$ cat config.mk
export PLATFORM = sky130hd
export DESIGN_NAME = card_flip_ctrl_flat
export DESIGN_NICKNAME = d
export VERILOG_FILES = /design/src/rtl/card_flip_pkg.sv /design/src/rtl/card_flip_ctrl_if.sv /design/src/rtl/card_flip_hold_timer.sv /design/src/rtl/card_flip_ctrl.sv /design/src/flat_wrapper.sv
export SDC_FILE = /design/constraint.sdc
export NUM_CORES = 1
export LEC_CHECK = 0
export BUFFER_PORTS_ARGS = -buffer_cell sky130_fd_sc_hd__clkbuf_2
export CELL_PAD_IN_SITES_DETAIL_PLACEMENT = 1
export CELL_PAD_IN_SITES_GLOBAL_PLACEMENT = 2
export CORE_MARGIN = 3
export CORE_UTILIZATION = 36
export CTS_BUF_LIST = sky130_fd_sc_hd__clkbuf_8
export DETAILED_ROUTE_END_ITERATION = 8
export PLACE_DENSITY_LB_ADDON = 0.08
export SLEW_MARGIN = 5
export SYNTH_ARGS = -nofsm -noshare
export SYNTH_HDL_FRONTEND = slang
export SYNTH_SLANG_ARGS = --single-unit
$ cat constraint.sdc
create_clock -name clk -period 3.05 [get_ports clk]
set_clock_uncertainty 0.15 [all_clocks]
set_input_delay 0.61 -clock clk [delete_from_list [all_inputs] [get_ports clk]]
set_output_delay 0.61 -clock clk [all_outputs]
set_load 0.1 [all_outputs]
$ cat src/rtl/card_flip_pkg.sv
// Shared constants and state encoding for the card-flip game blocks
// (controller, elapsed-time counter/HEX display, board renderer).
package card_flip_pkg;

  localparam int unsigned NUM_CARDS = 16;
  localparam int unsigned NUM_PAIRS = 8;
  localparam int unsigned IDX_W     = 4;
  localparam int unsigned VAL_W     = 3;
  localparam int unsigned PAIR_W    = 4;
  localparam int unsigned MISM_W    = 8;

  typedef enum logic [2:0] {
    ST_IDLE    = 3'd0,
    ST_FIRST   = 3'd1,
    ST_SECOND  = 3'd2,
    ST_COMPARE = 3'd3,
    ST_SHOW    = 3'd4,
    ST_DONE    = 3'd5
  } state_e;

  // States in which a player selection may be accepted.
  function automatic logic is_select_state(input state_e s);
    return (s == ST_IDLE) || (s == ST_FIRST) || (s == ST_SECOND);
  endfunction

endpackage

$ cat src/rtl/card_flip_ctrl_if.sv
// Player/deck inputs and board/status outputs of the card-flip controller.
// Inputs are sampled on clk; outputs are driven from registers only.
interface card_flip_ctrl_if;
  import card_flip_pkg::*;

  logic                 new_game;
  logic                 deck_wr;
  logic [IDX_W-1:0]     deck_wr_idx;
  logic [VAL_W-1:0]     deck_wr_val;
  logic                 select_valid;
  logic [IDX_W-1:0]     select_idx;
  logic [NUM_CARDS-1:0] face_up;
  logic [NUM_CARDS-1:0] matched;
  logic                 game_start;
  logic                 game_end;
  logic [PAIR_W-1:0]    pairs_found;
  logic [MISM_W-1:0]    mismatches;
  logic                 busy;

  // Selections are single-cycle strobes with no backpressure: select_valid is
  // taken only when busy is low and the card is hidden, otherwise dropped.
  modport master (
    output new_game, deck_wr, deck_wr_idx, deck_wr_val, select_valid, select_idx,
    input  face_up, matched, game_start, game_end, pairs_found, mismatches, busy
  );

  modport slave (
    input  new_game, deck_wr, deck_wr_idx, deck_wr_val, select_valid, select_idx,
    output face_up, matched, game_start, game_end, pairs_found, mismatches, busy
  );

endinterface

$ cat src/rtl/card_flip_hold_timer.sv
// Down-counter holding a mismatched pair face-up; expire_o is high during the
// last of SHOW_CYCLES counted cycles after a load.
module card_flip_hold_timer #(
  parameter int unsigned SHOW_CYCLES = 25_000_000
) (
  input  logic clk,
  input  logic reset,
  input  logic clear_i,
  input  logic load_i,
  output logic expire_o
);

  localparam int unsigned W = $clog2(SHOW_CYCLES + 1);
  localparam logic [W-1:0] LOAD_VAL = W'(SHOW_CYCLES);

  logic [W-1:0] cnt_q, cnt_d;

  always_comb begin
    cnt_d = cnt_q;
    if (clear_i) begin
      cnt_d = '0;
    end else if (load_i) begin
      cnt_d = LOAD_VAL;
    end else if (cnt_q != '0) begin
      cnt_d = cnt_q - W'(1);
    end
  end

  always_ff @(posedge clk) begin
    if (!reset) begin
      cnt_q <= '0;
    end else begin
      cnt_q <= cnt_d;
    end
  end

  assign expire_o = (cnt_q == W'(1));

endmodule

$ cat src/rtl/card_flip_ctrl.sv
// Card-flip game controller: deck storage, pair reveal/compare FSM, match and
// mismatch counting, and game_start/game_end pulses for the timer display.
module card_flip_ctrl
  import card_flip_pkg::*;
#(
  parameter int unsigned SHOW_CYCLES = 25_000_000
) (
  input  logic             clk,
  input  logic             reset,
  card_flip_ctrl_if.slave  bus,
  output state_e           state_o
);

  state_e               state_q, state_d;
  logic [NUM_CARDS-1:0] face_up_q, face_up_d;
  logic [NUM_CARDS-1:0] matched_q, matched_d;
  logic [IDX_W-1:0]     first_q, first_d;
  logic [IDX_W-1:0]     second_q, second_d;
  logic [PAIR_W-1:0]    pairs_q, pairs_d;
  logic [MISM_W-1:0]    mism_q, mism_d;
  logic                 start_q, start_d;
  logic                 end_q, end_d;
  logic                 timer_load, timer_clear, timer_expire;
  logic                 sel_ok;
  logic                 deck_wr_ok;
  logic [VAL_W-1:0]     deck_q [NUM_CARDS];

  // The deck survives reset and new_game so a board can be replayed.
  assign deck_wr_ok = bus.deck_wr && ((state_q == ST_IDLE) || (state_q == ST_DONE));

  always_ff @(posedge clk) begin
    if (reset && deck_wr_ok) begin
      deck_q[bus.deck_wr_idx] <= bus.deck_wr_val;
    end
  end

  assign sel_ok = bus.select_valid && is_select_state(state_q) &&
                  !face_up_q[bus.select_idx] && !matched_q[bus.select_idx];

  card_flip_hold_timer #(
    .SHOW_CYCLES (SHOW_CYCLES)
  ) u_hold_timer (
    .clk      (clk),
    .reset    (reset),
    .clear_i  (timer_clear),
    .load_i   (timer_load),
    .expire_o (timer_expire)
  );

  always_comb begin
    state_d     = state_q;
    face_up_d   = face_up_q;
    matched_d   = matched_q;
    first_d     = first_q;
    second_d    = second_q;
    pairs_d     = pairs_q;
    mism_d      = mism_q;
    start_d     = 1'b0;
    end_d       = 1'b0;
    timer_load  = 1'b0;
    timer_clear = 1'b0;

    // new_game overrides any selection or compare result in the same cycle.
    if (bus.new_game) begin
      state_d     = ST_IDLE;
      face_up_d   = '0;
      matched_d   = '0;
      pairs_d     = '0;
      mism_d      = '0;
      timer_clear = 1'b1;
    end else begin
      case (state_q)
        ST_IDLE, ST_FIRST: begin
          if (sel_ok) begin
            face_up_d[bus.select_idx] = 1'b1;
            first_d = bus.select_idx;
            state_d = ST_SECOND;
            start_d = (state_q == ST_IDLE);
          end
        end
        ST_SECOND: begin
          if (sel_ok) begin
            face_up_d[bus.select_idx] = 1'b1;
            second_d = bus.select_idx;
            state_d  = ST_COMPARE;
          end
        end
        ST_COMPARE: begin
          if (deck_q[first_q] == deck_q[second_q]) begin
            face_up_d[first_q]  = 1'b0;
            face_up_d[second_q] = 1'b0;
            matched_d[first_q]  = 1'b1;
            matched_d[second_q] = 1'b1;
            pairs_d = pairs_q + PAIR_W'(1);
            if (pairs_d == PAIR_W'(NUM_PAIRS)) begin
              end_d   = 1'b1;
              state_d = ST_DONE;
            end else begin
              state_d = ST_FIRST;
            end
          end else begin
            if (mism_q != '1) begin
              mism_d = mism_q + MISM_W'(1);
            end
            timer_load = 1'b1;
            state_d    = ST_SHOW;
          end
        end
        ST_SHOW: begin
          if (timer_expire) begin
            face_up_d[first_q]  = 1'b0;
            face_up_d[second_q] = 1'b0;
            state_d = ST_FIRST;
          end
        end
        ST_DONE: begin
          state_d = ST_DONE;
        end
        default: begin
          state_d = ST_IDLE;
        end
      endcase
    end
  end

  always_ff @(posedge clk) begin
    if (!reset) begin
      state_q   <= ST_IDLE;
      face_up_q <= '0;
      matched_q <= '0;
      first_q   <= '0;
      second_q  <= '0;
      pairs_q   <= '0;
      mism_q    <= '0;
      start_q   <= 1'b0;
      end_q     <= 1'b0;
    end else begin
      state_q   <= state_d;
      face_up_q <= face_up_d;
      matched_q <= matched_d;
      first_q   <= first_d;
      second_q  <= second_d;
      pairs_q   <= pairs_d;
      mism_q    <= mism_d;
      start_q   <= start_d;
      end_q     <= end_d;
    end
  end

  assign bus.face_up     = face_up_q;
  assign bus.matched     = matched_q;
  assign bus.game_start  = start_q;
  assign bus.game_end    = end_q;
  assign bus.pairs_found = pairs_q;
  assign bus.mismatches  = mism_q;
  assign bus.busy        = (state_q == ST_COMPARE) || (state_q == ST_SHOW);
  assign state_o         = state_q;

endmodule

$ cat src/flat_wrapper.sv
// flat-port wrapper written by rule: the top's interface ports become plain ports
module card_flip_ctrl_flat import card_flip_pkg::*;
#(
  parameter int unsigned SHOW_CYCLES = 25_000_000
)
  (clk, reset, state_o, bus_new_game, bus_deck_wr, bus_deck_wr_idx, bus_deck_wr_val, bus_select_valid, bus_select_idx, bus_face_up, bus_matched, bus_game_start, bus_game_end, bus_pairs_found, bus_mismatches, bus_busy);
  card_flip_ctrl_if bus_i ();
  input  logic clk;
  input  logic reset;
  output state_e state_o;
  input wire logic [$bits(bus_i.new_game)-1:0] bus_new_game;
  input wire logic [$bits(bus_i.deck_wr)-1:0] bus_deck_wr;
  input wire logic [$bits(bus_i.deck_wr_idx)-1:0] bus_deck_wr_idx;
  input wire logic [$bits(bus_i.deck_wr_val)-1:0] bus_deck_wr_val;
  input wire logic [$bits(bus_i.select_valid)-1:0] bus_select_valid;
  input wire logic [$bits(bus_i.select_idx)-1:0] bus_select_idx;
  output wire logic [$bits(bus_i.face_up)-1:0] bus_face_up;
  output wire logic [$bits(bus_i.matched)-1:0] bus_matched;
  output wire logic [$bits(bus_i.game_start)-1:0] bus_game_start;
  output wire logic [$bits(bus_i.game_end)-1:0] bus_game_end;
  output wire logic [$bits(bus_i.pairs_found)-1:0] bus_pairs_found;
  output wire logic [$bits(bus_i.mismatches)-1:0] bus_mismatches;
  output wire logic [$bits(bus_i.busy)-1:0] bus_busy;
  assign bus_i.new_game = bus_new_game;
  assign bus_i.deck_wr = bus_deck_wr;
  assign bus_i.deck_wr_idx = bus_deck_wr_idx;
  assign bus_i.deck_wr_val = bus_deck_wr_val;
  assign bus_i.select_valid = bus_select_valid;
  assign bus_i.select_idx = bus_select_idx;
  assign bus_face_up = bus_i.face_up;
  assign bus_matched = bus_i.matched;
  assign bus_game_start = bus_i.game_start;
  assign bus_game_end = bus_i.game_end;
  assign bus_pairs_found = bus_i.pairs_found;
  assign bus_mismatches = bus_i.mismatches;
  assign bus_busy = bus_i.busy;
  card_flip_ctrl #(.SHOW_CYCLES(SHOW_CYCLES)) u_core (.clk(clk), .reset(reset), .bus(bus_i), .state_o(state_o));
endmodule
* Yosys cells after proc, flatten, opt, wreduce, memory -nomap -nowiden
Memory sizes are Yosys's and may differ from the RTL's. A register that Yosys moved wholly into a read port is not among the register bits.
Index checks and enable logic that the tools add are counted.
** Operators by class
- Order comparisons :: 6
- Bitwise gates (word level) :: 13
- Reductions and logical operators :: 31
- Add/subtract/negate cells :: 3
- Multiplexer cells :: 33
- Eq/ne operators :: 14
** Operator list (number)
- 2-to-1 mux 25 bit :: 2
- 2-to-1 mux 16 bit :: 3
- OR 16 bit :: 3
- case mux 16 bit (3 select lines) :: 1
- AND 16 bit :: 2
- NOT 16 bit :: 2
- equality test 25 x 1 -> 1 bit, second input constant :: 1
- nonzero test 25 bit :: 1
- subtractor 25 x 1 -> 25 bit, second input constant :: 1
- 2-to-1 mux 4 bit :: 4
- < comparator 4 x 5 -> 1 bit, second input constant :: 3
- 2-to-1 mux 3 bit :: 5
- case mux 3 bit (5 select lines) :: 1
- demux 1 bit (select 4 bit) :: 3
- greater-or-equal comparator 4 x 1 -> 1 bit, second input constant :: 3
- 2-to-1 mux 1 bit :: 12
- AND reduction 3 bit :: 4
- != test 2 x 1 -> 1 bit, second input constant :: 5
- adder 8 x 1 -> 8 bit, second input constant :: 1
- binary-select mux 1 bit (select 4 bit) :: 2
- logical AND 1 bit :: 8
- != test 8 bit, second input constant :: 1
- OR reduction 4 bit :: 2
- equality test 3 x 2 -> 1 bit, second input constant :: 2
- other kinds (15) :: 28
** Word-level totals
- Output and inout port bits :: 50
- Memory bits (writable) :: 48
- Input bits :: 16
- Word-level logic and storage cells :: 112
- Memories kept :: 1
- Bits in registers :: 82
** Memories
- u_core.deck_q :: words 16, bits a word 3, read ports 2, clocked after Yosys merged registers in 2, write ports 1, RTL line card_flip_ctrl.sv:26 : logic [VAL_W-1:0] deck_q [NUM_CARDS];

* Logic depth before layout (Yosys ltp)
Gate-level depths: netlist of run 1.
- Word-level depth :: 9
- Gate-level depth with buffers :: 11
- Gate-level depth less buffers :: 7

* Cells and area by module
A second synthesis of run 1 with hierarchy kept.
** Second synthesis, totals
- Cell total of the unflattened synthesis :: 610
- Area total of the unflattened synthesis :: 6525.0 µm²
** By module, submodules not included
- card_flip_ctrl :: area each 5208.7 µm², times used 1, cells an instance 457, sequential area each 2742.6 µm²
- card_flip_hold_timer :: area each 1316.3 µm², times used 1, cells an instance 153, sequential area each 500.5 µm²

* Worst setup path before layout of run 1
OpenSTA, ideal clock, no wires.
- Path kind :: register -> register
- Start point :: register u_core.face_up_q[15], in the netlist u_core.bus.face_up[15]
- End point :: register (tool-made name)
- Library setup time :: 0.119 ns
- Period minus slack after synthesis :: 3.017 ns
- Buffers on the path :: 1
- Stages on the path, launching flop included :: 9
- Required time :: 2.781 ns
- Setup slack :: 0.033 ns
- Arrival :: 2.748 ns
- Path through :: dfxtp_1 nor2_1 mux4_2 mux4_2 nand2_1 or3_1 clkbuf_1 nor2_1 a31o_2
** RTL lines
- start: declaration :: RTL line card_flip_ctrl.sv:15 : logic [NUM_CARDS-1:0] face_up_q, face_up_d;
- start signal: assignment :: RTL line card_flip_ctrl.sv:139 : face_up_q <= face_up_d;

==> flow_results.xml, run 1 <==
<?xml version="1.0" encoding="UTF-8"?>
<metrics>
  <group name="run_status">
    <metric name="outcome" unit="">finished clean</metric>
  </group>
  <group name="worst_setup_path">
    <metric name="endpoint_kind_of_the_worst_setup_timing_path" unit="">flop</metric>
    <metric name="cp-start-kind" unit="">flop</metric>
    <metric name="critical_path_peak_fanout" unit="">8</metric>
    <metric name="path_cells" unit="">buf_12, buf_6, mux4_2, nand3_1, nand3_1, xor2_2, or4b_4, and2_4, o221a_2</metric>
    <metric name="critical_path_s_most_frequent_cell" unit="">sky130_fd_sc_hd__nand3_1</metric>
    <metric name="critical_path_class" unit="">reg2reg</metric>
    <metric name="worstPathRequired" unit="ns">3.26</metric>
    <metric name="critPathMaxStageDelay" unit="ns">0.61</metric>
    <metric name="cp_data_arrival_time" unit="ns">3.18</metric>
    <metric name="crit_slowest_cell" unit="">sky130_fd_sc_hd__or4b_4</metric>
  </group>
  <group name="sta">
    <metric name="max_freq" unit="MHz">336</metric>
    <metric name="period_share" unit="%">97.5</metric>
    <metric name="finalSetupViolCount" unit="">0</metric>
    <metric name="unrepaired_setup_endpoints_after_global_routing" unit="">true</metric>
    <metric name="hold_viol_final" unit="">0</metric>
    <metric name="final_period_minus_worst_setup_slack" unit="ns">2.97</metric>
    <metric name="worst_slew_pin_slew" unit="ns">0.563</metric>
    <metric name="final_critical_path_setup_slack" unit="ns">0.0771</metric>
    <metric name="maxSlewViolCount" unit="">0</metric>
    <metric name="slew_headroom" unit="%">62.7</metric>
  </group>
  <group name="floorplanning">
    <metric name="floorplan.initialDensity" unit="%">37.0</metric>
    <metric name="placement_rows" unit="">48</metric>
    <metric name="number_of_placed_i_o_pins" unit="">66</metric>
    <metric name="dieArea" unit="sq mm">0.0195</metric>
    <metric name="die-width" unit="um">139</metric>
    <metric name="coreArea" unit="sq mm">0.0174</metric>
    <metric name="die_h" unit="um">139</metric>
  </group>
  <group name="synthesis">
    <metric name="synth_warnings" unit="">0</metric>
    <metric name="synth-edff-count" unit="">48</metric>
    <metric name="synth_area_per_cell" unit="sq um">10.7</metric>
    <metric name="netlist_area_before_placement" unit="sq mm">0.00641</metric>
    <metric name="synth_top_cell_by_area" unit="">sky130_fd_sc_hd__dfxtp_1</metric>
    <metric name="synth_nets" unit="">622</metric>
    <metric name="synth.lib_cells_used.distinct" unit="">52</metric>
    <metric name="ys_dominant_reg_cell" unit="">sky130_fd_sc_hd__dfxtp_1</metric>
    <metric name="synthesis.instances" unit="">602</metric>
    <metric name="share_of_async_settable_or_async_resettable_flops_after_synthesis" unit="%">0</metric>
    <metric name="yosysSeqAreaShare" unit="%">50.6</metric>
    <metric name="post_synth_main_area_contributors" unit="">sky130_fd_sc_hd__dfxtp_1, sky130_fd_sc_hd__edfxtp_1, sky130_fd_sc_hd__mux4_2, sky130_fd_sc_hd__nor2_1, sky130_fd_sc_hd__nand2_1</metric>
    <metric name="post-synth-top-area-fraction" unit="%">28.1</metric>
    <metric name="synth.ff_latch_count" unit="">138</metric>
  </group>
  <group name="place">
    <metric name="gp_routability_congestion" unit="">0.800</metric>
    <metric name="place.detailed.hpwl" unit="um">13500</metric>
    <metric name="io_buffers" unit="">65</metric>
    <metric name="pre_cts_slack" unit="ns">-0.0683</metric>
    <metric name="placement.cell_area" unit="sq mm">0.00717</metric>
  </group>
  <group name="power_and_ir_drop">
    <metric name="power.density_cell_area" unit="mW/mm^2">761</metric>
    <metric name="p_clk_share" unit="%">26.2</metric>
    <metric name="internal_power" unit="uW">3740</metric>
    <metric name="sw_pwr" unit="uW">2080</metric>
    <metric name="swShare" unit="%">35.7</metric>
    <metric name="pwr-share-seq" unit="%">38.0</metric>
    <metric name="pwr-share-comb" unit="%">35.8</metric>
    <metric name="ir_worst_vdd" unit="V">0.000427</metric>
    <metric name="total_leakage_power" unit="uW">0.00273</metric>
  </group>
  <group name="global_routing">
    <metric name="most_crowded_layer_gr" unit="">met2</metric>
    <metric name="grt_start_max_net_pins" unit="">31</metric>
    <metric name="gr-usage-met2" unit="%">31.8</metric>
    <metric name="via_count_of_the_first_global_routing_pass" unit="">5259</metric>
    <metric name="track_usage" unit="%">18.7</metric>
    <metric name="initial_antenna_violation_count" unit="">0</metric>
    <metric name="grtUsageMet3" unit="%">4.64</metric>
    <metric name="gr-total-overflow" unit="">0</metric>
    <metric name="grt.met1_usage" unit="%">23.7</metric>
    <metric name="first_pass_grt_wire_length" unit="um">28600</metric>
  </group>
  <group name="drt">
    <metric name="detail_route.wl_per_cell" unit="um">19.7</metric>
    <metric name="drc" unit="">0</metric>
    <metric name="drtAntennaViolNets" unit="">0</metric>
    <metric name="detailed_route_wl" unit="um">18200</metric>
    <metric name="via_count" unit="">5117</metric>
    <metric name="dr.first_iter.drc_count" unit="">269</metric>
    <metric name="drt-vias-per-instance" unit="">5.54</metric>
    <metric name="dr.pass1.iters" unit="">7</metric>
  </group>
  <group name="layout">
    <metric name="stdcell_area" unit="sq mm">0.00765</metric>
    <metric name="flow.area_growth_from_synthesis" unit="%">19.3</metric>
    <metric name="nets" unit="">706</metric>
    <metric name="nFillCells" unit="">1940</metric>
    <metric name="antennaDiodeCount" unit="">0</metric>
    <metric name="share_of_layout_cells_above_drive_strength_1" unit="%">26.2</metric>
  </group>
  <group name="worst_hold_path">
    <metric name="worstHoldStart" unit="">u_core.u_hold_timer.cnt_q[24]</metric>
    <metric name="min-delay-path-class" unit="">reg2reg</metric>
  </group>
  <group name="clocking">
    <metric name="clk_path_buf_depth" unit="">2</metric>
    <metric name="htreeDepth" unit="">4</metric>
    <metric name="tritoncts.num_buffers" unit="">17</metric>
    <metric name="worst_setup_hold_path_clk_slew" unit="ns">0.09</metric>
    <metric name="clock_latency" unit="ns">0.45</metric>
    <metric name="tritoncts" unit="">yes</metric>
    <metric name="cts.hold.buffers_added" unit="">0</metric>
    <metric name="ctsRootBufferMaster" unit="">sky130_fd_sc_hd__clkbuf_8</metric>
    <metric name="cts_sinks" unit="">138</metric>
  </group>
  <group name="flow_run">
    <metric name="cap_viol_max_count" unit="">0</metric>
  </group>
</metrics>
==> flip-flops by register name, indices dropped and copies added (netlist names), 3 cells and up, named ones only <==
signal                     count
u_core.deck_q                 48
u_core.u_hold_timer.cnt_q     25
u_core.bus.face_up            16
u_core.bus.matched            16
u_core.bus.mismatches          8
u_core.bus.pairs_found         4
u_core.first_q                 4
u_core.second_q                4
u_core.state_o                 3
==> path summary, 6_finish.rpt <==
path / end / slack (ns) / cells past startpoint
hold reg to reg: u_core.u_hold_timer.cnt_q[24] / 0.31 / 2
hold / removal: u_core.u_hold_timer.cnt_q[24] / 0.31 / 2
setup reg to reg: u_core.bus.face_up[11] / 0.08 / 9
setup / recovery: u_core.bus.face_up[11] / 0.08 / 9
==> final cells by class <==
type	instances	area (sq um)	area share, %
Sequential cell	138	3240	42.4
Multi-Input combinational cell	425	3080	40.2
Inverter	7	26.3	0.343
Tap cell	225	282	3.68
Timing Repair Buffer	97	626	8.18
Clock buffer	20	275	3.60
Clock inverter	12	123	1.60
==> metal layers <==
metal / wire [um] / vias to the layer above
met2: 9220 / 104
met5: 0 / -
li1: - / 2426
met1: 8080 / 2568
met3: 698 / 19
met4: 229 / 0
==> cell usage in the layout (no fill, tap or decap), types with 20 or more instances in the layout <==
cell,netlist,routed
sky130_fd_sc_hd__nor2_1,70,70
sky130_fd_sc_hd__o21ai_0,22,22
sky130_fd_sc_hd__buf_4,0,27
sky130_fd_sc_hd__edfxtp_1,48,48
sky130_fd_sc_hd__a21oi_1,23,23
sky130_fd_sc_hd__mux4_2,24,25
sky130_fd_sc_hd__nand3_1,28,26
sky130_fd_sc_hd__nand2_1,61,60
sky130_fd_sc_hd__clkbuf_2,0,64
sky130_fd_sc_hd__clkbuf_8,0,20
sky130_fd_sc_hd__dfxtp_1,90,90
==> synthesized netlist by cell type, types with 3 or more instances <==
cell type,count
sky130_fd_sc_hd__a31o_1,10
sky130_fd_sc_hd__nand3_1,28
sky130_fd_sc_hd__dfxtp_1,90
sky130_fd_sc_hd__a21oi_1,23
sky130_fd_sc_hd__o31ai_1,7
sky130_fd_sc_hd__xor2_1,13
sky130_fd_sc_hd__or4_1,10
sky130_fd_sc_hd__mux4_1,5
sky130_fd_sc_hd__a32o_1,5
sky130_fd_sc_hd__nor2_1,70
sky130_fd_sc_hd__nand4_1,4
sky130_fd_sc_hd__edfxtp_1,48
sky130_fd_sc_hd__o32a_1,3
sky130_fd_sc_hd__buf_2,3
sky130_fd_sc_hd__clkbuf_1,25
sky130_fd_sc_hd__nor3_1,15
sky130_fd_sc_hd__mux4_2,24
sky130_fd_sc_hd__a31oi_1,3
sky130_fd_sc_hd__nand2_1,61
sky130_fd_sc_hd__o22ai_1,9
sky130_fd_sc_hd__a31o_2,6
sky130_fd_sc_hd__nand2b_1,11
sky130_fd_sc_hd__buf_6,4
sky130_fd_sc_hd__xnor2_1,14
sky130_fd_sc_hd__o221a_2,4
sky130_fd_sc_hd__nand3b_1,3
sky130_fd_sc_hd__nor4_1,8
sky130_fd_sc_hd__o21ai_0,22
sky130_fd_sc_hd__inv_1,7
sky130_fd_sc_hd__ha_1,4
sky130_fd_sc_hd__nor2b_1,14
sky130_fd_sc_hd__or2_2,3
sky130_fd_sc_hd__a22oi_1,10
sky130_fd_sc_hd__or3_1,10
sky130_fd_sc_hd__mux2i_1,4
==> what timing repair did <==
action,4_1_cts,5_1_grt
setup endpoints to repair,26,31
cloned,0,1
resized for setup,6,10
buffers inserted,0,1
pin swaps,0,3
==> cells by family after synthesis <==
logic type	Yosys count	share of synthesized area, %
simple gates	247	18.7
flops	138	50.6
compound gates	113	12.3
buf+inv	40	2.87
mux	33	11.1
xor+xnor	27	3.69
fa+ha+maj	4	0.780
==> critical path: cells and delay by family (launching register included) <==
family                    cells  cell delay (ns)
buffers and inverters         2             0.28
DFF                           1             0.36
muxes                         1             0.50
xor gates and xnor gates      1             0.23
and+or+nand+nor               4             1.05
AOI/OAI and AO/OA             1             0.29
==> power by group through the flow <==
stage               combinational [uW]  clock (uW)  sequential, uW
finish                            2080        1530            2210
global route                      2320        1660            2230
CTS                               2100        1580            2210
detailed placement                2060           0            2250
global placement                  1980           0            2240
floorplan                         1440           0            2240
==> stage by stage <==
step                util (%)  hold slack (ns)  TNS [ns]  total power, uW  instances
floorplan                  -            0.286         0             3680        602
global placement        41.3            0.296   -0.0494             4210        890
detailed placement      41.3            0.297    -0.357             4310        890
CTS                     43.8            0.308         0             5890        922
global route            44.1            0.326   -0.0150             6210        924
finish                  44.1            0.310         0             5820        924
Note: power is estimated with default switching activity, not from simulation.
==> run 2: changes to the inputs <==
--- a/config.mk
+++ b/config.mk
@@ -5,11 +5,12 @@
 export SDC_FILE = /design/constraint.sdc
 export NUM_CORES = 1
 export LEC_CHECK = 0
+export ABC_AREA = 1
 export BUFFER_PORTS_ARGS = -buffer_cell sky130_fd_sc_hd__clkbuf_2
 export CELL_PAD_IN_SITES_DETAIL_PLACEMENT = 1
 export CELL_PAD_IN_SITES_GLOBAL_PLACEMENT = 2
 export CORE_MARGIN = 3
-export CORE_UTILIZATION = 36
+export CORE_UTILIZATION = 32
 export CTS_BUF_LIST = sky130_fd_sc_hd__clkbuf_8
 export DETAILED_ROUTE_END_ITERATION = 8
 export PLACE_DENSITY_LB_ADDON = 0.08
==> run 2 against run 1 <==
Net effect: worst hold slack better by 0.014 ns; via count up 33%; area after synthesis rose by 13%; sequential share of layout area is 3.2 points lower; sequential cell count is the same; global-route usage is 1.8 points higher; die area is 26% higher; count of clock-buffer cells in the layout decreased by 3; largest power group unchanged; highest routed layer unchanged.
==> flow_results.xml, run 2 <==
<?xml version="1.0" encoding="UTF-8"?>
<metrics>
  <group name="synthesis">
    <metric name="top_count_cell_post_synth" unit="">sky130_fd_sc_hd__nand2_1</metric>
    <metric name="post-synth-top-area-fraction" unit="%">24.8</metric>
    <metric name="ys_dominant_reg_cell" unit="">sky130_fd_sc_hd__dfxtp_1</metric>
    <metric name="post_synth_main_area_contributors" unit="">sky130_fd_sc_hd__dfxtp_1, sky130_fd_sc_hd__edfxtp_1, sky130_fd_sc_hd__nand2_1, sky130_fd_sc_hd__nand3_1, sky130_fd_sc_hd__inv_1</metric>
    <metric name="synth.lib_cells_used.distinct" unit="">37</metric>
    <metric name="synth_warnings" unit="">0</metric>
    <metric name="synth_common_cells" unit="">sky130_fd_sc_hd__nand2_1, sky130_fd_sc_hd__inv_1, sky130_fd_sc_hd__nand3_1, sky130_fd_sc_hd__nor2_1, sky130_fd_sc_hd__dfxtp_1</metric>
    <metric name="synth_top_cell_by_area" unit="">sky130_fd_sc_hd__dfxtp_1</metric>
    <metric name="synthesis.instances" unit="">1006</metric>
    <metric name="netlist_area_before_placement" unit="sq mm">0.00725</metric>
    <metric name="synth_area_per_cell" unit="sq um">7.21</metric>
    <metric name="yosysSeqAreaShare" unit="%">44.7</metric>
    <metric name="share_of_async_settable_or_async_resettable_flops_after_synthesis" unit="%">0</metric>
    <metric name="synth.ff_latch_count" unit="">138</metric>
    <metric name="synth_nets" unit="">1026</metric>
    <metric name="synth-edff-count" unit="">48</metric>
  </group>
  <group name="power_and_ir_drop">
    <metric name="total_leakage_power" unit="uW">0.00355</metric>
    <metric name="pwr-share-seq" unit="%">38.4</metric>
    <metric name="ir_worst_vdd" unit="V">0.000264</metric>
    <metric name="power.density_cell_area" unit="mW/mm^2">689</metric>
    <metric name="internal_power" unit="uW">3340</metric>
    <metric name="pwr-share-comb" unit="%">37.0</metric>
    <metric name="swShare" unit="%">41.3</metric>
    <metric name="power.total" unit="uW">5700</metric>
    <metric name="sw_pwr" unit="uW">2360</metric>
    <metric name="p_clk_share" unit="%">24.6</metric>
  </group>
  <group name="sta">
    <metric name="timing.hold.ws" unit="ns">0.324</metric>
    <metric name="fin_setup_tns" unit="ns">0</metric>
    <metric name="worst_slew_pin_slew" unit="ns">0.560</metric>
    <metric name="period_share" unit="%">89.9</metric>
    <metric name="unrepaired_setup_endpoints_after_global_routing" unit="">false</metric>
    <metric name="slew_headroom" unit="%">62.5</metric>
    <metric name="final_critical_path_setup_slack" unit="ns">0.307</metric>
    <metric name="max_freq" unit="MHz">365</metric>
    <metric name="hold_viol_final" unit="">0</metric>
    <metric name="maxSlewViolCount" unit="">0</metric>
    <metric name="final_period_minus_worst_setup_slack" unit="ns">2.74</metric>
    <metric name="finalSetupViolCount" unit="">0</metric>
  </group>
  <group name="worst_hold_path">
    <metric name="worst_hold_path.endpoint" unit="">u_core.bus.matched[12]</metric>
    <metric name="min-delay-path-class" unit="">reg2reg</metric>
    <metric name="worstHoldPathCells" unit="">2</metric>
    <metric name="worstHoldStart" unit="">u_core.bus.matched[12]</metric>
  </group>
  <group name="clocking">
    <metric name="tritoncts" unit="">yes</metric>
    <metric name="tritoncts.num_buffers" unit="">17</metric>
    <metric name="htreeDepth" unit="">4</metric>
    <metric name="clock_latency" unit="ns">0.47</metric>
    <metric name="worst_setup_hold_path_clk_slew" unit="ns">0.09</metric>
    <metric name="postCtsSetupBuffers" unit="">0</metric>
    <metric name="ctsRootBufferMaster" unit="">sky130_fd_sc_hd__clkbuf_8</metric>
    <metric name="cts_sinks" unit="">138</metric>
    <metric name="clk_path_buf_depth" unit="">2</metric>
  </group>
  <group name="global_routing">
    <metric name="via_count_of_the_first_global_routing_pass" unit="">6937</metric>
    <metric name="gr-total-overflow" unit="">0</metric>
    <metric name="grt_start_max_net_pins" unit="">34</metric>
    <metric name="track_usage" unit="%">20.5</metric>
    <metric name="initial_antenna_violation_count" unit="">0</metric>
    <metric name="first_pass_grt_wire_length" unit="um">38800</metric>
  </group>
  <group name="floorplanning">
    <metric name="floorplan.initialDensity" unit="%">32.9</metric>
    <metric name="coreArea" unit="sq mm">0.0220</metric>
    <metric name="number_of_placed_i_o_pins" unit="">66</metric>
    <metric name="die-width" unit="um">157</metric>
    <metric name="die_h" unit="um">157</metric>
    <metric name="dieArea" unit="sq mm">0.0245</metric>
    <metric name="placement_rows" unit="">54</metric>
  </group>
  <group name="place">
    <metric name="gp_routability_congestion" unit="">0.794</metric>
    <metric name="pre_cts_slack" unit="ns">0.176</metric>
    <metric name="place.detailed.hpwl" unit="um">18100</metric>
    <metric name="io_buffers" unit="">65</metric>
  </group>
  <group name="worst_setup_path">
    <metric name="cp-start-kind" unit="">flop</metric>
    <metric name="cp_data_arrival_time" unit="ns">1.98</metric>
    <metric name="crit-reg2reg-launch" unit="">u_core.u_hold_timer.cnt_q[0]</metric>
    <metric name="path_cells" unit="">inv_1, o21ai_0, inv_1, nor2_1, buf_12</metric>
    <metric name="endpoint_kind_of_the_worst_setup_timing_path" unit="">primary output</metric>
    <metric name="critical_path_s_most_frequent_cell" unit="">sky130_fd_sc_hd__inv_1</metric>
    <metric name="crit_slowest_cell" unit="">sky130_fd_sc_hd__dfxtp_1</metric>
    <metric name="rrSetupSlack" unit="ns">0.36</metric>
    <metric name="worst_r2r_endpoint" unit="">u_core.u_hold_timer.cnt_q[15]</metric>
    <metric name="critical_path_class" unit="">reg2out</metric>
    <metric name="worstPathRequired" unit="ns">2.29</metric>
    <metric name="critical_path_peak_fanout" unit="">6</metric>
    <metric name="critPathMaxStageDelay" unit="ns">0.46</metric>
    <metric name="reg2regPathDepth" unit="">12</metric>
  </group>
  <group name="layout">
    <metric name="antennaDiodeCount" unit="">0</metric>
    <metric name="flow.area_growth_from_synthesis" unit="%">14.1</metric>
    <metric name="layout_common_cells" unit="">sky130_fd_sc_hd__nand2_1, sky130_fd_sc_hd__inv_1, sky130_fd_sc_hd__nand3_1</metric>
    <metric name="nets" unit="">1097</metric>
    <metric name="nFillCells" unit="">2805</metric>
    <metric name="register_containing_the_most_flip_flops_in_the_final_layout" unit="">u_core.deck_q</metric>
    <metric name="largest_regs" unit="">u_core.deck_q x48, u_core.u_hold_timer.cnt_q x25</metric>
    <metric name="final_common_cell" unit="">sky130_fd_sc_hd__nand2_1</metric>
    <metric name="max_reg_flops" unit="">48</metric>
    <metric name="share_of_layout_cells_above_drive_strength_1" unit="%">12.7</metric>
  </group>
  <group name="drt">
    <metric name="drtAntennaViolNets" unit="">0</metric>
    <metric name="drc" unit="">0</metric>
    <metric name="via_count" unit="">6804</metric>
    <metric name="detail_route.wl_per_cell" unit="um">17.8</metric>
    <metric name="detailed_route_wl" unit="um">24300</metric>
    <metric name="dr.first_iter.drc_count" unit="">368</metric>
    <metric name="drt-vias-per-instance" unit="">4.97</metric>
    <metric name="dr.pass1.iters" unit="">5</metric>
  </group>
  <group name="run_status">
    <metric name="outcome" unit="">finished clean</metric>
  </group>
  <group name="flow_run">
    <metric name="cap_viol_max_count" unit="">0</metric>
  </group>
</metrics>
run 2: changes by cell type after synthesis, moves of 13 or more:
cell                       change
sky130_fd_sc_hd__inv_1       +115
sky130_fd_sc_hd__mux4_2       -24
sky130_fd_sc_hd__o21ai_0      +25
sky130_fd_sc_hd__o211ai_1     +13
sky130_fd_sc_hd__a21oi_1      +55
sky130_fd_sc_hd__nand3_1      +90
sky130_fd_sc_hd__nand4_1      +15
sky130_fd_sc_hd__clkbuf_1     -15
sky130_fd_sc_hd__nand2_1     +199
sky130_fd_sc_hd__nor2_1       +40
sky130_fd_sc_hd__nor2b_1      -14
run 2: worst max path at each step:
stage	startpoint	end	slack, ns	cells after the start
final	u_core.state_o[0]	bus_busy	0.31	5
after global routing	flop	u_core.bus.face_up[6]	0.02	14
after CTS	u_core.state_o[0]	bus_busy	0.26	5
after global placement	bus_select_idx[0]	flop	0.19	13
after floorplan	u_core.state_o[0]	bus_busy	0.02	5
after detailed placement	bus_select_idx[0]	flop	0.18	13
run 2: kinds of logic after synthesis:
group	after synthesis	share of synthesized area [%]
XOR/XNOR	21	2.54
AND/OR/NAND/NOR	541	32.3
adder cells (fa/ha/maj)	4	0.690
flip-flops	138	44.7
buffers and inverters	157	9.11
AO/OA/AOI/OAI	145	10.7
run 2: critical path: cells and delay by family, from the launching register on:
| kind | cells | cell delay, ns |
|---|---|---|
| AND/OR/NAND/NOR | 1 | 0.38 |
| buffers and inverters | 3 | 0.47 |
| flip-flops | 1 | 0.46 |
| AO/OA/AOI/OAI | 1 | 0.21 |
run 2: per-stage QoR:
stage               instances  utilization (%)  cell area [sq um]
floorplan                1006                -               7250
global placement         1338             36.0               7920
detailed placement       1338             36.0               7920
CTS                      1370             37.6               8270
global route             1370             37.6               8280
finish                   1370             37.6               8280
run 2: final cells by class:
type                            count  area (sq um)  area share [%]
Sequential cell                   138          3240            39.2
Clock inverter                     15           115            1.39
Timing Repair Buffer               83           500            6.05
Tap cell                          280           350            4.23
Clock buffer                       17           234            2.83
Multi-Input combinational cell    711          3360            40.6
Inverter                          126           474            5.73
run 2: metal layers:
metal	GRT usage, %	vias to the layer above	routed length, um
li1	-	3428	-
met5	0	-	0
met4	5.21	0	310
met1	27.9	3251	11700
met3	3.04	24	730
met2	34.3	101	11600
run 2: power groups by stage:
| stage | registers (uW) | clock network [uW] | logic, uW |
|---|---|---|---|
| 2_1_floorplan | 2210 | 0 | 1550 |
| 5_1_grt | 2210 | 1520 | 2450 |
| 6_report | 2190 | 1400 | 2110 |
| 3_5_place_dp | 2230 | 0 | 2100 |
| 3_3_place_gp | 2230 | 0 | 2090 |
| 4_1_cts | 2190 | 1460 | 2120 |
run 2: what timing repair did:
item | in CTS | in global routing
gates resized for setup | 0 | 1
hold endpoints to repair | 0 | 0
setup endpoints to repair | 0 | 1
hold buffers | 0 | 0
==> run 3: changes to the inputs <==
--- a/config.mk
+++ b/config.mk
@@ -13,8 +13,9 @@
 export CORE_UTILIZATION = 32
 export CTS_BUF_LIST = sky130_fd_sc_hd__clkbuf_8
 export DETAILED_ROUTE_END_ITERATION = 8
-export PLACE_DENSITY_LB_ADDON = 0.08
+export PLACE_DENSITY_LB_ADDON = 0.1
 export SLEW_MARGIN = 5
 export SYNTH_ARGS = -nofsm -noshare
 export SYNTH_HDL_FRONTEND = slang
+export SYNTH_HIERARCHICAL = 1
 export SYNTH_SLANG_ARGS = --single-unit
==> run 3 against run 2 <==
Net effect: combinational power barely moved; global-route usage fell by 0.98 points; area after synthesis rose by 2.9%; critical path type unchanged; critical endpoint unchanged; largest cell class unchanged.
==> flow_results.xml, run 3 <==
<?xml version="1.0" encoding="UTF-8"?>
<metrics>
  <group name="clocking">
    <metric name="clk_path_buf_depth" unit="">2</metric>
    <metric name="cts.hold.buffers_added" unit="">0</metric>
    <metric name="worst_setup_hold_path_clk_slew" unit="ns">0.08</metric>
    <metric name="htreeDepth" unit="">4</metric>
    <metric name="tritoncts.num_buffers" unit="">17</metric>
    <metric name="post_cts_resized" unit="">0</metric>
    <metric name="cts_sinks" unit="">138</metric>
    <metric name="clock_latency" unit="ns">0.44</metric>
    <metric name="postCtsSetupBuffers" unit="">0</metric>
    <metric name="tritoncts" unit="">yes</metric>
    <metric name="ctsRootBufferMaster" unit="">sky130_fd_sc_hd__clkbuf_8</metric>
  </group>
  <group name="power_and_ir_drop">
    <metric name="pwr-share-seq" unit="%">36.0</metric>
    <metric name="total_leakage_power" unit="uW">0.00376</metric>
    <metric name="swShare" unit="%">38.1</metric>
    <metric name="p_clk_share" unit="%">28.4</metric>
    <metric name="internal_power" unit="uW">3700</metric>
    <metric name="pwr-share-comb" unit="%">35.6</metric>
    <metric name="power.density_cell_area" unit="mW/mm^2">693</metric>
    <metric name="ir_worst_vdd" unit="V">0.000452</metric>
    <metric name="sw_pwr" unit="uW">2280</metric>
  </group>
  <group name="place">
    <metric name="dp.cells" unit="">1400</metric>
    <metric name="place.detailed.hpwl" unit="um">18100</metric>
    <metric name="io_buffers" unit="">65</metric>
    <metric name="placement.cell_area" unit="sq mm">0.00819</metric>
    <metric name="gp_routability_congestion" unit="">0.819</metric>
  </group>
  <group name="worst_setup_path">
    <metric name="cp_data_arrival_time" unit="ns">1.97</metric>
    <metric name="critical_path_peak_fanout" unit="">8</metric>
    <metric name="endpoint_kind_of_the_worst_setup_timing_path" unit="">primary output</metric>
    <metric name="reg2regPathDepth" unit="">13</metric>
    <metric name="cp-start-kind" unit="">flop</metric>
    <metric name="worst_r2r_endpoint" unit="">u_core/bus.matched[5]</metric>
    <metric name="rrSetupSlack" unit="ns">0.38</metric>
    <metric name="critical_path_class" unit="">reg2out</metric>
    <metric name="worstPathRequired" unit="ns">2.29</metric>
  </group>
  <group name="layout">
    <metric name="flow.area_growth_from_synthesis" unit="%">15.6</metric>
    <metric name="stdcell_area" unit="sq mm">0.00863</metric>
    <metric name="max_reg_flops" unit="">48</metric>
    <metric name="nets" unit="">1126</metric>
    <metric name="final_common_cell" unit="">sky130_fd_sc_hd__nand2_1</metric>
    <metric name="layout_common_cells" unit="">sky130_fd_sc_hd__nand2_1, sky130_fd_sc_hd__inv_1, sky130_fd_sc_hd__nor2_1</metric>
    <metric name="layoutNonFillerInstCount" unit="">1432</metric>
    <metric name="utilization" unit="%">37.9</metric>
    <metric name="largest_regs" unit="">u_core/deck_q x48, u_core/u_hold_timer/cnt_q x25</metric>
    <metric name="share_of_layout_cells_above_drive_strength_1" unit="%">13.8</metric>
    <metric name="register_containing_the_most_flip_flops_in_the_final_layout" unit="">u_core/deck_q</metric>
    <metric name="antennaDiodeCount" unit="">0</metric>
  </group>
  <group name="drt">
    <metric name="drtAntennaViolNets" unit="">0</metric>
    <metric name="detail_route.wl_per_cell" unit="um">17.0</metric>
    <metric name="dr.pass1.iters" unit="">4</metric>
    <metric name="detailed_route_wl" unit="um">24300</metric>
    <metric name="dr.first_iter.drc_count" unit="">250</metric>
    <metric name="via_count" unit="">6971</metric>
    <metric name="drc" unit="">0</metric>
    <metric name="drt-vias-per-instance" unit="">4.87</metric>
  </group>
  <group name="floorplanning">
    <metric name="dieArea" unit="sq mm">0.0252</metric>
    <metric name="placement_rows" unit="">55</metric>
    <metric name="floorplan.initialDensity" unit="%">32.8</metric>
    <metric name="coreArea" unit="sq mm">0.0228</metric>
    <metric name="number_of_placed_i_o_pins" unit="">66</metric>
    <metric name="die-width" unit="um">159</metric>
    <metric name="die_h" unit="um">159</metric>
  </group>
  <group name="sta">
    <metric name="max_freq" unit="MHz">366</metric>
    <metric name="finalSetupViolCount" unit="">0</metric>
    <metric name="fin_setup_tns" unit="ns">0</metric>
    <metric name="worst_slew_pin_slew" unit="ns">0.557</metric>
    <metric name="hold_viol_final" unit="">0</metric>
    <metric name="period_share" unit="%">89.6</metric>
    <metric name="maxSlewViolCount" unit="">0</metric>
    <metric name="slew_headroom" unit="%">63.0</metric>
    <metric name="final_period_minus_worst_setup_slack" unit="ns">2.73</metric>
    <metric name="timing.hold.ws" unit="ns">0.321</metric>
    <metric name="unrepaired_setup_endpoints_after_global_routing" unit="">false</metric>
  </group>
  <group name="worst_hold_path">
    <metric name="worstHoldPathCells" unit="">2</metric>
    <metric name="min-delay-path-class" unit="">reg2reg</metric>
    <metric name="worstHoldStart" unit="">u_core/bus.matched[7]</metric>
    <metric name="worst_hold_path.endpoint" unit="">u_core/bus.matched[7]</metric>
  </group>
  <group name="synthesis">
    <metric name="synth-edff-count" unit="">48</metric>
    <metric name="synth.ff_latch_count" unit="">138</metric>
    <metric name="ys_dominant_reg_cell" unit="">sky130_fd_sc_hd__dfxtp_1</metric>
    <metric name="synthesis.instances" unit="">1035</metric>
    <metric name="netlist_area_before_placement" unit="sq mm">0.00746</metric>
    <metric name="synth_warnings" unit="">6</metric>
    <metric name="synth_area_per_cell" unit="sq um">7.21</metric>
    <metric name="post-synth-top-area-fraction" unit="%">24.1</metric>
    <metric name="synth.lib_cells_used.distinct" unit="">44</metric>
    <metric name="yosysSeqAreaShare" unit="%">43.5</metric>
    <metric name="synth_top_cell_by_area" unit="">sky130_fd_sc_hd__dfxtp_1</metric>
    <metric name="post_synth_main_area_contributors" unit="">sky130_fd_sc_hd__dfxtp_1, sky130_fd_sc_hd__edfxtp_1, sky130_fd_sc_hd__nand2_1, sky130_fd_sc_hd__nand3_1, sky130_fd_sc_hd__inv_1</metric>
    <metric name="share_of_async_settable_or_async_resettable_flops_after_synthesis" unit="%">0</metric>
    <metric name="synth_common_cells" unit="">sky130_fd_sc_hd__nand2_1, sky130_fd_sc_hd__inv_1, sky130_fd_sc_hd__nor2_1, sky130_fd_sc_hd__nand3_1, sky130_fd_sc_hd__dfxtp_1</metric>
    <metric name="top_count_cell_post_synth" unit="">sky130_fd_sc_hd__nand2_1</metric>
    <metric name="synth_nets" unit="">1055</metric>
  </group>
  <group name="global_routing">
    <metric name="track_usage" unit="%">19.6</metric>
    <metric name="first_pass_grt_wire_length" unit="um">39400</metric>
    <metric name="initial_antenna_violation_count" unit="">1</metric>
    <metric name="gr-total-overflow" unit="">0</metric>
    <metric name="grt_start_max_net_pins" unit="">31</metric>
    <metric name="via_count_of_the_first_global_routing_pass" unit="">7298</metric>
  </group>
  <group name="run_status">
    <metric name="outcome" unit="">finished clean</metric>
  </group>
  <group name="flow_run">
    <metric name="cap_viol_max_count" unit="">0</metric>
  </group>
</metrics>
[run 3: cell count changes after synthesis, sizes merged, moves of 3 or more]
cell,change
xnor2,+4
inv,+3
xor2,-8
a21o,+4
o21ai,-14
buf,+4
nand3,-3
nand3b,+12
nand2,+9
nor2,+12
a31oi,+3
[run 3: power by group through the flow]
stage / Clock, uW / Sequential [uW] / Combinational (uW)
global route: 1850 / 2180 / 2410
floorplan: 0 / 2270 / 1610
CTS: 1770 / 2160 / 2160
detailed placement: 0 / 2200 / 2160
finish: 1700 / 2150 / 2130
global placement: 0 / 2200 / 2150
[run 3: worst max path at each step]
stage                      start  cells after the start                      to  slack (ns)
6_report       u_core/state_o[1]                      6                bus_busy        0.32
2_1_floorplan  u_core/state_o[1]                      5                bus_busy        0.07
3_3_place_gp   bus_select_idx[0]                     14                    flop        0.11
3_5_place_dp   bus_select_idx[0]                     15   u_core/bus.face_up[7]        0.13
4_1_cts        u_core/state_o[1]                      6                bus_busy        0.27
5_1_grt                     flop                     13  u_core/bus.matched[13]        0.07
[run 3: kinds of logic (layout without fill, tap and decap cells)]
| family | Yosys count | after routing | share of synthesized area, % |
|---|---|---|---|
| AO/OA/AOI/OAI | 146 | 146 | 10.8 |
| XOR/XNOR | 17 | 17 | 2.00 |
| adder cells (fa/ha/maj) | 4 | 4 | 0.671 |
| AND/OR/NAND/NOR | 564 | 564 | 33.8 |
| buffers and inverters | 166 | 250 | 9.27 |
| flip-flops | 138 | 138 | 43.5 |
[run 3: worst max-delay path, cell delays in order, from the launching register on]
cell and delay (ns):
sky130_fd_sc_hd__dfxtp_1 0.40, sky130_fd_sc_hd__inv_1 0.10, sky130_fd_sc_hd__nand2_1 0.11, sky130_fd_sc_hd__nor2_1 0.08
sky130_fd_sc_hd__nor2_1 0.30, sky130_fd_sc_hd__inv_1 0.29, sky130_fd_sc_hd__buf_12 0.25
[run 3: layout make-up]
| class | instances | area [sq um] |
|---|---|---|
| Clock inverter | 15 | 206 |
| Timing Repair Buffer | 88 | 526 |
| Sequential cell | 138 | 3240 |
| Multi-Input combinational cell | 731 | 3540 |
| Clock buffer | 17 | 234 |
| Inverter | 130 | 488 |
| Fill cell | 2880 | 14200 |
| Tap cell | 313 | 392 |
[run 3: through the flow]
step / worst slack, ns / power (uW)
after floorplan: 0.0747 / 3880
after global placement: 0.105 / 4350
final: 0.318 / 5980
after global routing: 0.0750 / 6450
after CTS: 0.267 / 6090
after detailed placement: 0.134 / 4360
[run 3: routing by layer]
metal / up-vias / track usage [%] / part of all wire [%]
li1: 3518 / - / -
met3: 23 / 3.24 / 2.4
met2: 73 / 32.7 / 48
met5: - / 0 / 0.053
met1: 3355 / 26.2 / 48
met4: 2 / 5.41 / 1.5
